**src/rtl/mem_arbiter_if.sv**
```systemverilog
// Bundle of the two requester ports and the memory port seen by mem_arbiter.
// The arbiter takes the master view; requesters and memory take the slave view.
interface mem_arbiter_if #(
   parameter int WIDTH_ADDR = 16,
   parameter int WIDTH      = 8
);
   logic                  a_req, b_req;
   logic                  a_we, b_we;
   logic [WIDTH_ADDR-1:0] a_addr, b_addr;
   logic [WIDTH-1:0]      a_wdata, b_wdata;
   logic                  a_ack, b_ack;
   logic [WIDTH-1:0]      a_rdata, b_rdata;
   logic [WIDTH_ADDR-1:0] mem_addr;
   logic                  mem_bus_dir;
   logic                  mem_load_main;
   logic                  mem_assert_main;
   logic [WIDTH-1:0]      mem_wdata;
   logic [WIDTH-1:0]      mem_rdata;
   logic [1:0]            grant;

   modport master (
      input  a_req, b_req, a_we, b_we, a_addr, b_addr, a_wdata, b_wdata, mem_rdata,
      output a_ack, b_ack, a_rdata, b_rdata, mem_addr, mem_bus_dir, mem_load_main,
             mem_assert_main, mem_wdata, grant
   );

   modport slave (
      output a_req, b_req, a_we, b_we, a_addr, b_addr, a_wdata, b_wdata, mem_rdata,
      input  a_ack, b_ack, a_rdata, b_rdata, mem_addr, mem_bus_dir, mem_load_main,
             mem_assert_main, mem_wdata, grant
   );
endinterface

```
**src/rtl/mem_arbiter.sv**
```systemverilog
// Two-port round-robin arbiter for a single memory; one access per 3 cycles
// (IDLE sample, ACCESS, DONE ack). All memory controls come straight from flops.
module mem_arbiter #(
   parameter int WIDTH_ADDR = 16,
   parameter int WIDTH      = 8
) (
   input  logic          clk,
   input  logic          reset,
   mem_arbiter_if.master bus
);
   typedef enum logic [1:0] {IDLE, ACCESS, DONE} state_t;

   state_t                state_q, state_d;
   logic [1:0]            grant_q, grant_d;
   logic [1:0]            ack_q, ack_d;
   logic                  last_b_q, last_b_d;
   logic                  we_q, we_d;
   logic [WIDTH_ADDR-1:0] addr_q, addr_d;
   logic [WIDTH-1:0]      wdata_q, wdata_d;
   logic [WIDTH-1:0]      a_rdata_q, a_rdata_d;
   logic [WIDTH-1:0]      b_rdata_q, b_rdata_d;
   logic                  dir_q, dir_d;
   logic                  load_q, load_d;
   logic                  assert_q, assert_d;
   logic                  win_b;

   // B wins when alone, or when both ask and A was served last.
   assign win_b = bus.b_req & (~bus.a_req | ~last_b_q);

   always_comb begin
      state_d   = state_q;
      grant_d   = grant_q;
      ack_d     = 2'b00;
      last_b_d  = last_b_q;
      we_d      = we_q;
      addr_d    = addr_q;
      wdata_d   = wdata_q;
      a_rdata_d = a_rdata_q;
      b_rdata_d = b_rdata_q;
      dir_d     = 1'b1;
      load_d    = 1'b1;
      assert_d  = 1'b1;
      unique case (state_q)
         IDLE: begin
            if (bus.a_req || bus.b_req) begin
               state_d  = ACCESS;
               grant_d  = win_b ? 2'b10 : 2'b01;
               last_b_d = win_b;
               we_d     = win_b ? bus.b_we    : bus.a_we;
               addr_d   = win_b ? bus.b_addr  : bus.a_addr;
               wdata_d  = win_b ? bus.b_wdata : bus.a_wdata;
               // ACCESS-cycle bus controls are staged here so they leave a flop.
               dir_d    = ~we_d;
               load_d   = ~we_d;
               assert_d = we_d;
            end
         end
         ACCESS: begin
            state_d = DONE;
            ack_d   = grant_q;
            if (!we_q) begin
               if (grant_q[1]) b_rdata_d = bus.mem_rdata;
               else            a_rdata_d = bus.mem_rdata;
            end
         end
         DONE: begin
            state_d = IDLE;
            grant_d = 2'b00;
         end
         default: begin
            state_d = IDLE;
            grant_d = 2'b00;
         end
      endcase
   end

   always_ff @(posedge clk or posedge reset) begin
      if (reset) begin
         state_q   <= IDLE;
         grant_q   <= 2'b00;
         ack_q     <= 2'b00;
         last_b_q  <= 1'b1;
         we_q      <= 1'b0;
         addr_q    <= '0;
         wdata_q   <= '0;
         a_rdata_q <= '0;
         b_rdata_q <= '0;
         dir_q     <= 1'b1;
         load_q    <= 1'b1;
         assert_q  <= 1'b1;
      end else begin
         state_q   <= state_d;
         grant_q   <= grant_d;
         ack_q     <= ack_d;
         last_b_q  <= last_b_d;
         we_q      <= we_d;
         addr_q    <= addr_d;
         wdata_q   <= wdata_d;
         a_rdata_q <= a_rdata_d;
         b_rdata_q <= b_rdata_d;
         dir_q     <= dir_d;
         load_q    <= load_d;
         assert_q  <= assert_d;
      end
   end

   assign bus.grant           = grant_q;
   assign bus.a_ack           = ack_q[0];
   assign bus.b_ack           = ack_q[1];
   assign bus.a_rdata         = a_rdata_q;
   assign bus.b_rdata         = b_rdata_q;
   assign bus.mem_addr        = addr_q;
   assign bus.mem_wdata       = wdata_q;
   assign bus.mem_bus_dir     = dir_q;
   assign bus.mem_load_main   = load_q;
   assign bus.mem_assert_main = assert_q;
endmodule

```
**src/flat_wrapper.sv**
```systemverilog
// flat-port wrapper written by rule: the top's interface ports become plain ports
module mem_arbiter_flat 
#(
   parameter int WIDTH_ADDR = 16,
   parameter int WIDTH      = 8
)
  (clk, reset, bus_a_req, bus_b_req, bus_a_we, bus_b_we, bus_a_addr, bus_b_addr, bus_a_wdata, bus_b_wdata, bus_mem_rdata, bus_a_ack, bus_b_ack, bus_a_rdata, bus_b_rdata, bus_mem_addr, bus_mem_bus_dir, bus_mem_load_main, bus_mem_assert_main, bus_mem_wdata, bus_grant);
  mem_arbiter_if #(.WIDTH_ADDR(WIDTH_ADDR), .WIDTH(WIDTH)) bus_i ();
  input  logic clk;
  input  logic reset;
  input wire logic [$bits(bus_i.a_req)-1:0] bus_a_req;
  input wire logic [$bits(bus_i.b_req)-1:0] bus_b_req;
  input wire logic [$bits(bus_i.a_we)-1:0] bus_a_we;
  input wire logic [$bits(bus_i.b_we)-1:0] bus_b_we;
  input wire logic [$bits(bus_i.a_addr)-1:0] bus_a_addr;
  input wire logic [$bits(bus_i.b_addr)-1:0] bus_b_addr;
  input wire logic [$bits(bus_i.a_wdata)-1:0] bus_a_wdata;
  input wire logic [$bits(bus_i.b_wdata)-1:0] bus_b_wdata;
  input wire logic [$bits(bus_i.mem_rdata)-1:0] bus_mem_rdata;
  output wire logic [$bits(bus_i.a_ack)-1:0] bus_a_ack;
  output wire logic [$bits(bus_i.b_ack)-1:0] bus_b_ack;
  output wire logic [$bits(bus_i.a_rdata)-1:0] bus_a_rdata;
  output wire logic [$bits(bus_i.b_rdata)-1:0] bus_b_rdata;
  output wire logic [$bits(bus_i.mem_addr)-1:0] bus_mem_addr;
  output wire logic [$bits(bus_i.mem_bus_dir)-1:0] bus_mem_bus_dir;
  output wire logic [$bits(bus_i.mem_load_main)-1:0] bus_mem_load_main;
  output wire logic [$bits(bus_i.mem_assert_main)-1:0] bus_mem_assert_main;
  output wire logic [$bits(bus_i.mem_wdata)-1:0] bus_mem_wdata;
  output wire logic [$bits(bus_i.grant)-1:0] bus_grant;
  assign bus_i.a_req = bus_a_req;
  assign bus_i.b_req = bus_b_req;
  assign bus_i.a_we = bus_a_we;
  assign bus_i.b_we = bus_b_we;
  assign bus_i.a_addr = bus_a_addr;
  assign bus_i.b_addr = bus_b_addr;
  assign bus_i.a_wdata = bus_a_wdata;
  assign bus_i.b_wdata = bus_b_wdata;
  assign bus_i.mem_rdata = bus_mem_rdata;
  assign bus_a_ack = bus_i.a_ack;
  assign bus_b_ack = bus_i.b_ack;
  assign bus_a_rdata = bus_i.a_rdata;
  assign bus_b_rdata = bus_i.b_rdata;
  assign bus_mem_addr = bus_i.mem_addr;
  assign bus_mem_bus_dir = bus_i.mem_bus_dir;
  assign bus_mem_load_main = bus_i.mem_load_main;
  assign bus_mem_assert_main = bus_i.mem_assert_main;
  assign bus_mem_wdata = bus_i.mem_wdata;
  assign bus_grant = bus_i.grant;
  mem_arbiter #(.WIDTH_ADDR(WIDTH_ADDR), .WIDTH(WIDTH)) u_core (.clk(clk), .reset(reset), .bus(bus_i));
endmodule
```
**config.mk**
```make
export PLATFORM = sky130hd
export DESIGN_NAME = mem_arbiter_flat
export DESIGN_NICKNAME = d
export VERILOG_FILES = /design/src/rtl/mem_arbiter_if.sv /design/src/rtl/mem_arbiter.sv /design/src/flat_wrapper.sv
export SDC_FILE = /design/constraint.sdc
export NUM_CORES = 1
export LEC_CHECK = 0
export ABC_AREA = 1
export BUFFER_PORTS_ARGS = -buffer_cell sky130_fd_sc_hd__buf_2
export CORE_MARGIN = 10
export CORE_UTILIZATION = 42
export CTS_BUF_LIST = sky130_fd_sc_hd__clkbuf_16
export CTS_CLUSTER_DIAMETER = 100
export DETAILED_ROUTE_END_ITERATION = 7
export GPL_ROUTABILITY_DRIVEN = 0
export PLACE_DENSITY_LB_ADDON = 0.3
export SKIP_CTS_REPAIR_TIMING = 1
export SYNTH_ARGS = -nofsm -noshare
export SYNTH_HDL_FRONTEND = slang
export SYNTH_SLANG_ARGS = --single-unit
```
**constraint.sdc**
```tcl
create_clock -name clk -period 1.4 [get_ports clk]
set_input_delay 0.28 -clock clk [delete_from_list [all_inputs] [get_ports clk]]
set_output_delay 0.28 -clock clk [all_outputs]
set_load 0.02 [all_outputs]
```
After elaboration in Yosys (flattened, before gate mapping)
Index checks and enable logic that the tools add are counted.
{"block": "op_classes", "n_mux": 13, "bitwise": 8, "n_eq_ne": 2, "n_reduce_logical": 6}
{"op": "two-way mux 16 bit", "n": 1}
{"op": "two-way mux 2 bit", "n": 4}
{"op": "two-way mux 8 bit", "n": 1}
{"op": "one-hot mux 2 bit (2 select lines)", "n": 2}
{"op": "inverter 1 bit", "n": 6}
{"op": "AND reduction 3 bit", "n": 2}
{"op": "two-way mux 1 bit", "n": 5}
{"op": "AND reduction 2 bit", "n": 2}
{"op": "equality test 2 x 1 -> 1 bit, second input constant", "n": 1}
{"op": "logical NOT 2 bit", "n": 1}
{"op": "!= test 2 x 1 -> 1 bit, second input constant", "n": 1}
{"op": "bitwise AND 1 bit", "n": 1}
{"op": "logical OR 1 bit", "n": 1}
{"op": "bitwise OR 1 bit", "n": 1}
{"block": "word_totals", "inputBits": 62, "ff_bits": 50, "output_inout_bits": 47, "elab_cells": 40}

Longest topological paths before layout
Gate-level depths: netlist of run 1.
{"block": "logic_depth", "word_depth": 7, "ltp_mapped": 7, "depth_no_buf": 6}

Worst setup path before layout of run 1
OpenSTA, ideal clock, no wires.
{"block": "synth_path", "path_type": "reg-to-reg", "startpoint": "register u_core.grant_q[1], in the netlist u_core.bus.grant[1]", "endpoint": "register u_core.b_rdata_q[0], in the netlist u_core.bus.b_rdata[0]", "t_required_ns": 1.283, "setup_time_ns": 0.117, "path_buffers": 0, "setup_slack_ns": 0.223, "path_stages_with_launch": 6, "synth_period_minus_slack_ns": 1.177, "arrival_time_ns": 1.060, "path_cell_list": "dfrtp_1 -> inv_1 -> nor2_4 -> nand2_1 -> nand2_1 -> nand2_1"}
{"block": "synth_between", "elab_chain_cells": 1}
{"element": "start: declaration", "line_no": "mem_arbiter.sv:14", "text": "logic [1:0] grant_q, grant_d;"}
{"element": "start signal: assignment", "line_no": "mem_arbiter.sv:93", "text": "grant_q <= grant_d;"}
{"element": "AND reduction 3 bit (no line)"}
{"element": "end signal: assignment", "line_no": "mem_arbiter.sv:100", "text": "b_rdata_q <= b_rdata_d;"}
{"element": "end: declaration", "line_no": "mem_arbiter.sv:21", "text": "logic [WIDTH-1:0] b_rdata_q, b_rdata_d;"}
Every way passes these cells.
A chain may end at the register's enable or synchronous reset.

==> results.md, run 1 <==
- Critical path arrival: between 900 and 1000 ps
- Hold slack: 38.9 ps
- Hold WC Path Type: input port to asynchronous set/reset pin
- # nets final: 469
- Placed Area: 0.00298 mm^2
- Clock Root Buffer: clkbuf_16
- Reg clk slew, reported paths: 60 ps
- Die width: ~94 um
- Gr ovfl total: 0
- CTS tree: built
- Max-slew violations: 0
- Setup crit start: u_core.bus.mem_bus_dir
- Async SR Flop Fraction: 100%
- Ranking of synthesized cells by area: dfrtp_1 (51%), nand2_1 (27%), nand3_1 (9.0%)
- Primary FF master, synth: dfrtp_1
- Worst-margin pin slew: 275 ps
- TritonCTS buffer count: 5
- Layout area overhead: 34.1%
- Post-Syn Nets: 355
- Crit path required time: 1120 ps
- Routed WL: 6.32 mm
- Unrepaired setup endpoints after global routing: false
- Pin count of the biggest net entering global routing: 33
- Vias in the first global route: around 2300
- CP cell instances: buf_2
- # clock sinks: 50
- Initial DRC count: 59
- Layout cell share with drive strength beyond 1: between 30 and 40%
- Via-to-Cell Ratio: 4.61
- Post-DP HPWL: about 5.0 mm
- Initial DRT Pass Iterations: 4
- Clock buffer depth: 2
- Status: finished clean
- Sum Neg Setup Slack: 0 ps
- Max-Cap Viols: 0
- # rows: 27
- Leak: 1.86 nW
- Tot Pwr: 0.00691 W
- Synth Area per Inst: 7.93 um^2
- Slowest-stage cell, CP: dfstp_2
- Crit end category: primary output
- CP bufs+invs: 1
- Clk_skew: ~5.6 ps
- Clk Latency, worst-skew pair: 280 ps
- Final setup viols: 0
- GRT Total Usage: around 14%
- Final setup margin: 154 ps
- Antenna viol nets, final: 0
- PortBufs: 108
- Most frequent cells after synthesis: nand2_1 (166), dfrtp_1 (47), nand3_1 (42)
- Crit-path max FO: 2
- Register area: around 0.0013 mm^2
- Synth Warn #: 0
- H-tree depth: 2
- Final instance area: between 0.003 and 0.004 mm^2
- I/O pin count: 109
- Pre-CTS worst setup slack: 159 ps
- Initial antenna violation count: 0
- Drt wl/cell: 13.2 um
- Crit-path leading delay family: flip-flops
- First-pass GRT wire length: 10.3 mm
- Yosys cell types: 16
- Area of the core: 0.00544 mm^2
- Reg2Reg Launch Point: u_core.last_b_q
- Synth top area share: 50.6%
- Die height: 94.4 um
- Fillers: 557
- Period Utilization, post-route: 89.0%
- Post-Syn Instances: 293
- # diodes: 0
- Most common cell in the netlist: nand2_1
- Pwr dens: 2220 mW/mm^2
- Multi-input logic area: 921 um^2
- Critical path class: register to primary output
- RR Endpoint: u_core.we_q
- Initial Utilization: 42.7%
- Synth Cell Area: 0.00232 mm^2
- Cell taking the most area after synthesis: dfrtp_1
- Reg2Reg Setup Slack: 170 ps
- Die area: 0.00891 mm^2
- Reg2reg path depth: 5
- Max Freq: 803 MHz
- Worst IR Drop VDD: 1.00 mV
- Fin. Hold Viols: 0
- Via count: 2213
- Synth Register Bits: 50
- Crit start category: register
- Register area share after synthesis: 54.0%
- DRC Markers: 0
- CP max stage delay: ~530 ps
- Post-synth EDFFs: 0
- Clock period minus worst slack: 1250 ps
- Max_slew headroom: 81.6%
report_power, final:
group / leakage, nW / total [W] / switching, W / internal [W]
Sequential: 0.615 / 0.00250 / 0.000352 / 0.00215
Clock: 0.0724 / 0.00112 / 0.000473 / 0.000646
Combinational: 1.17 / 0.00329 / 0.00218 / 0.00111
Total: 1.86 / 0.00691 / 0.00301 / 0.00390
layout by cell type (no fill, tap or decap):
cell / instances
nand2_1: 166
buf_2: 108
dfrtp_1: 47
nand3_1: 42
buf_4: 9
inv_1: 8
clkbuf_16: 5
nor2_4: 3
nand3b_1: 3
buf_12: 3
dfstp_2: 3
inv_2: 2
clkinv_1: 2
nor2_1: 2
nor2_2: 1
nand2_2: 1
nand2_4: 1
clkinvlp_4: 1
clkinv_2: 1
registers in the layout, indices dropped and copies added, names as in the netlist, 2 cells and up:
| signal | count |
|---|---|
| u_core.bus.mem_addr | 16 |
| u_core.bus.a_rdata | 8 |
| u_core.bus.b_rdata | 8 |
| u_core.bus.mem_wdata | 8 |
| u_core.ack_q | 2 |
| u_core.bus.grant | 2 |
| u_core.state_q | 2 |
per-stage QoR:
step / cells / util, %
2_1_floorplan: 293 / -
3_3_place_gp: 472 / 54.8
4_1_cts: 480 / 57.3
5_1_grt: 480 / 57.3
3_5_place_dp: 472 / 54.8
6_report: 480 / 57.3
final cells by class:
type	count	share of cell area, %
Multi-Input combinational cell	219	29.5
Sequential cell	50	40.3
Clock inverter	3	0.401
Clock buffer	5	4.01
Timing Repair Buffer	120	21.4
Tap cell	72	2.89
Inverter	11	1.45
per-layer routing:
metal | global-route usage [%] | vias up | routed length, um
met2 | 24.4 | 69 | 3050
met3 | 6.03 | 2 | 605
met5 | 0 | - | 0
li1 | - | 1140 | -
met4 | 2.66 | 0 | 19
met1 | 16.2 | 1002 | 2650
how the worst max path moves through the flow:
| stage | endpoint | cells past startpoint | slack, ps |
|---|---|---|---|
| finish | bus_mem_load_main | 1 | 150 |
| CTS | u_core.we_q | 5 | 140 |
| floorplan | u_core.bus.b_rdata[0] | 5 | 220 |
| global route | u_core.we_q | 5 | 80 |
| global placement | u_core.we_q | 5 | 210 |
| detailed placement | u_core.we_q | 5 | 160 |
logic make-up (layout without fill, tap and decap cells):
family / Yosys count / count (layout) / synth area share [%]
buf+inv: 24 / 139 / 6.40
flops: 50 / 50 / 54.0
simple gates: 219 / 219 / 39.6
(Power assumes the default switching activity.)
==> run 2, diff against run 1 <==
--- a/config.mk
+++ b/config.mk
@@ -13,6 +13,7 @@
 export CTS_CLUSTER_DIAMETER = 100
 export DETAILED_ROUTE_END_ITERATION = 7
 export GPL_ROUTABILITY_DRIVEN = 0
+export GPL_TIMING_DRIVEN = 0
 export PLACE_DENSITY_LB_ADDON = 0.3
 export SKIP_CTS_REPAIR_TIMING = 1
 export SYNTH_ARGS = -nofsm -noshare
==> run 2 against run 1 <==
Routed wire length is 1.1% higher. First-iteration DRC count is 6.8% lower. Critical endpoint unchanged. Worst setup slack worse by 100 ps. Maximum frequency is 7.6% lower. Highest routed layer unchanged. Sequential share of layout area is 0.064 points lower. Non-clock buffer count stayed put.
==> results.md, run 2 (synthesized netlist as in run 1, its figures left out) <==
- Clock buffer depth: 2 (unchanged)
- I/O pin count: 109 (unchanged)
- Area of the core: 0.00544 mm^2 (unchanged)
- Critical path class: register to primary output
- Crit start category: register
- Status: finished clean
- Critical path arrival: 1070 ps (+100 ps)
- Crit-path max FO: 2 (unchanged)
- Layout area overhead: 34.3%
- Met1 WL: 2.68 mm (+1.2%)
- GRT Total Usage: 14.5% (+0.31 points)
- Final setup viols: 0 (unchanged)
- Crit end category: primary output
- Multi-input logic area: 926 um^2 (+0.54%)
- Max Freq: 741 MHz (-7.6%)
- Hold WC Path Type: input port to asynchronous set/reset pin
- Worst-margin pin slew: 1060 ps (+780 ps)
- Antenna viol nets, final: 0 (unchanged)
- Clk Latency, worst-skew pair: 280 ps (about the same)
- Max-Cap Viols: 0 (unchanged)
- Via-to-Cell Ratio: 4.63 (+0.41%)
- Register area: 0.00125 mm^2 (unchanged)
- Tot Pwr: 0.00712 W (+3.0%)
- Die height: 94.4 um (unchanged)
- Initial antenna violation count: 0 (unchanged)
- Pre-CTS worst setup slack: 79.9 ps (-78.8 ps)
- CP max stage delay: 540 ps (about the same)
- Initial DRC count: 55 (-6.8%)
- Leak: 1.86 nW (about the same)
- H-tree depth: 2 (unchanged)
- Reg2Reg Launch Point: u_core.state_q[1]
- Pwr dens: 2280 mW/mm^2 (+2.8%)
- Max_slew headroom: 29.5% (-52 points)
- Period Utilization, post-route: 96.4% (+7.4 points)
- Clk_skew: 7.77 ps (+2.13 ps)
- RR Endpoint: u_core.bus.b_rdata[0]
- Final setup margin: 50.9 ps (-103 ps)
- Initial DRT Pass Iterations: 4 (unchanged)
- TritonCTS buffer count: 5 (unchanged)
- Unrepaired setup endpoints after global routing: false
- Die area: 0.00891 mm^2 (unchanged)
- Sum Neg Setup Slack: 0 ps (unchanged)
- Placed Area: 0.00295 mm^2 (-0.84%)
- Die width: 94.4 um (unchanged)
- # diodes: 0 (unchanged)
- # rows: 27 (unchanged)
- Gr ovfl total: 0 (unchanged)
- Metal3 WL: 636 um (+5.1%)
- Fin. Hold Viols: 0 (unchanged)
- Clock Root Buffer: clkbuf_16
- CP cell instances: buf_4 > buf_2
- Post-DP HPWL: 4.99 mm (-0.40%)
- Number of flip-flops in the largest register: 16 (unchanged)
- Routed WL: 6.39 mm (+1.1%)
- Initial Utilization: 42.7% (unchanged)
- Via count: 2222 (+0.41%)
- CTS tree: built
- Worst IR Drop VDD: 1.09 mV (+8.9%)
- DRC Markers: 0 (unchanged)
- Max-slew violations: 0 (unchanged)
- Reg2Reg Setup Slack: 140 ps (-30 ps)
- Clock period minus worst slack: 1350 ps (+103 ps)
- First-pass GRT wire length: 10.6 mm (+2.5%)
- Met2 wire len: 3.06 mm (+0.13%)
- PortBufs: 107 (-0.93%)
- Crit path required time: 1120 ps (about the same)
- Top Metal Used: met4
- Most common cell after layout, fill and taps aside: nand2_1
- Most frequent cells in the layout: nand2_1 (164), buf_2 (112), dfrtp_1 (47)
- # clock sinks: 50 (unchanged)
- Reg2reg path depth: 6 (+1)
- Slowest-stage cell, CP: dfstp_2
- # nets final: 469 (unchanged)
- Vias in the first global route: 2271 (-3.0%)
- Pin count of the biggest net entering global routing: 51 (+55%)
- Reg clk slew, reported paths: 60 ps (about the same)
- Final instance area: 0.00312 mm^2 (+0.16%)
- Layout cell share with drive strength beyond 1: 34.3% (+0.49 points)
- Drt wl/cell: 13.3 um (+1.1%)
- Fillers: 528 (-5.2%)
[run 2: power by group]
group	internal [W]	switching (W)
registers	0.00215	0.000352
logic	0.00109	0.00221
clock network	0.000830	0.000485
total	0.00407	0.00304
[run 2: per-layer routing]
metal | GRT usage [%] | vias up
li1 | - | 1136
met1 | 17.4 | 1011
met2 | 23.2 | 73
met3 | 6.74 | 2
met4 | 3.42 | 0
met5 | 0 | -
[run 2: layout make-up]
type	instances	area share, %
tap	72	2.89
timing repair buffer	107	17.2
multi-input combinational	219	29.7
clock buffer	5	4.01
inverter	11	1.44
buffer	13	3.45
sequential	50	40.2
clock inverter	3	1.20
[run 2: how the worst max path moves through the flow]
stage / start / to / slack (ps) / depth (start not counted)
floorplan: u_core.bus.grant[1] / u_core.bus.b_rdata[0] / 220 / 5
global placement: u_core.state_q[1] / u_core.bus.b_rdata[7] / 110 / 6
detailed placement: u_core.state_q[1] / u_core.bus.b_rdata[0] / 80 / 6
CTS: u_core.bus.mem_bus_dir / bus_mem_load_main / 50 / 2
global route: u_core.bus.mem_bus_dir / bus_mem_load_main / 10 / 2
finish: u_core.bus.mem_bus_dir / bus_mem_load_main / 50 / 2
[run 2: metrics by stage]
stage	hold slack [ps]	util (%)	instances
CTS	248	57.3	480
floorplan	321	-	293
finish	242	57.4	480
global placement	451	54.3	472
global route	254	57.4	480
detailed placement	454	54.3	472
[run 2: critical path: cells and delay by family (launching register included)]
| kind | cells | cell delay, ps |
|---|---|---|
| DFF | 1 | 540 |
| buffers and inverters | 2 | 250 |
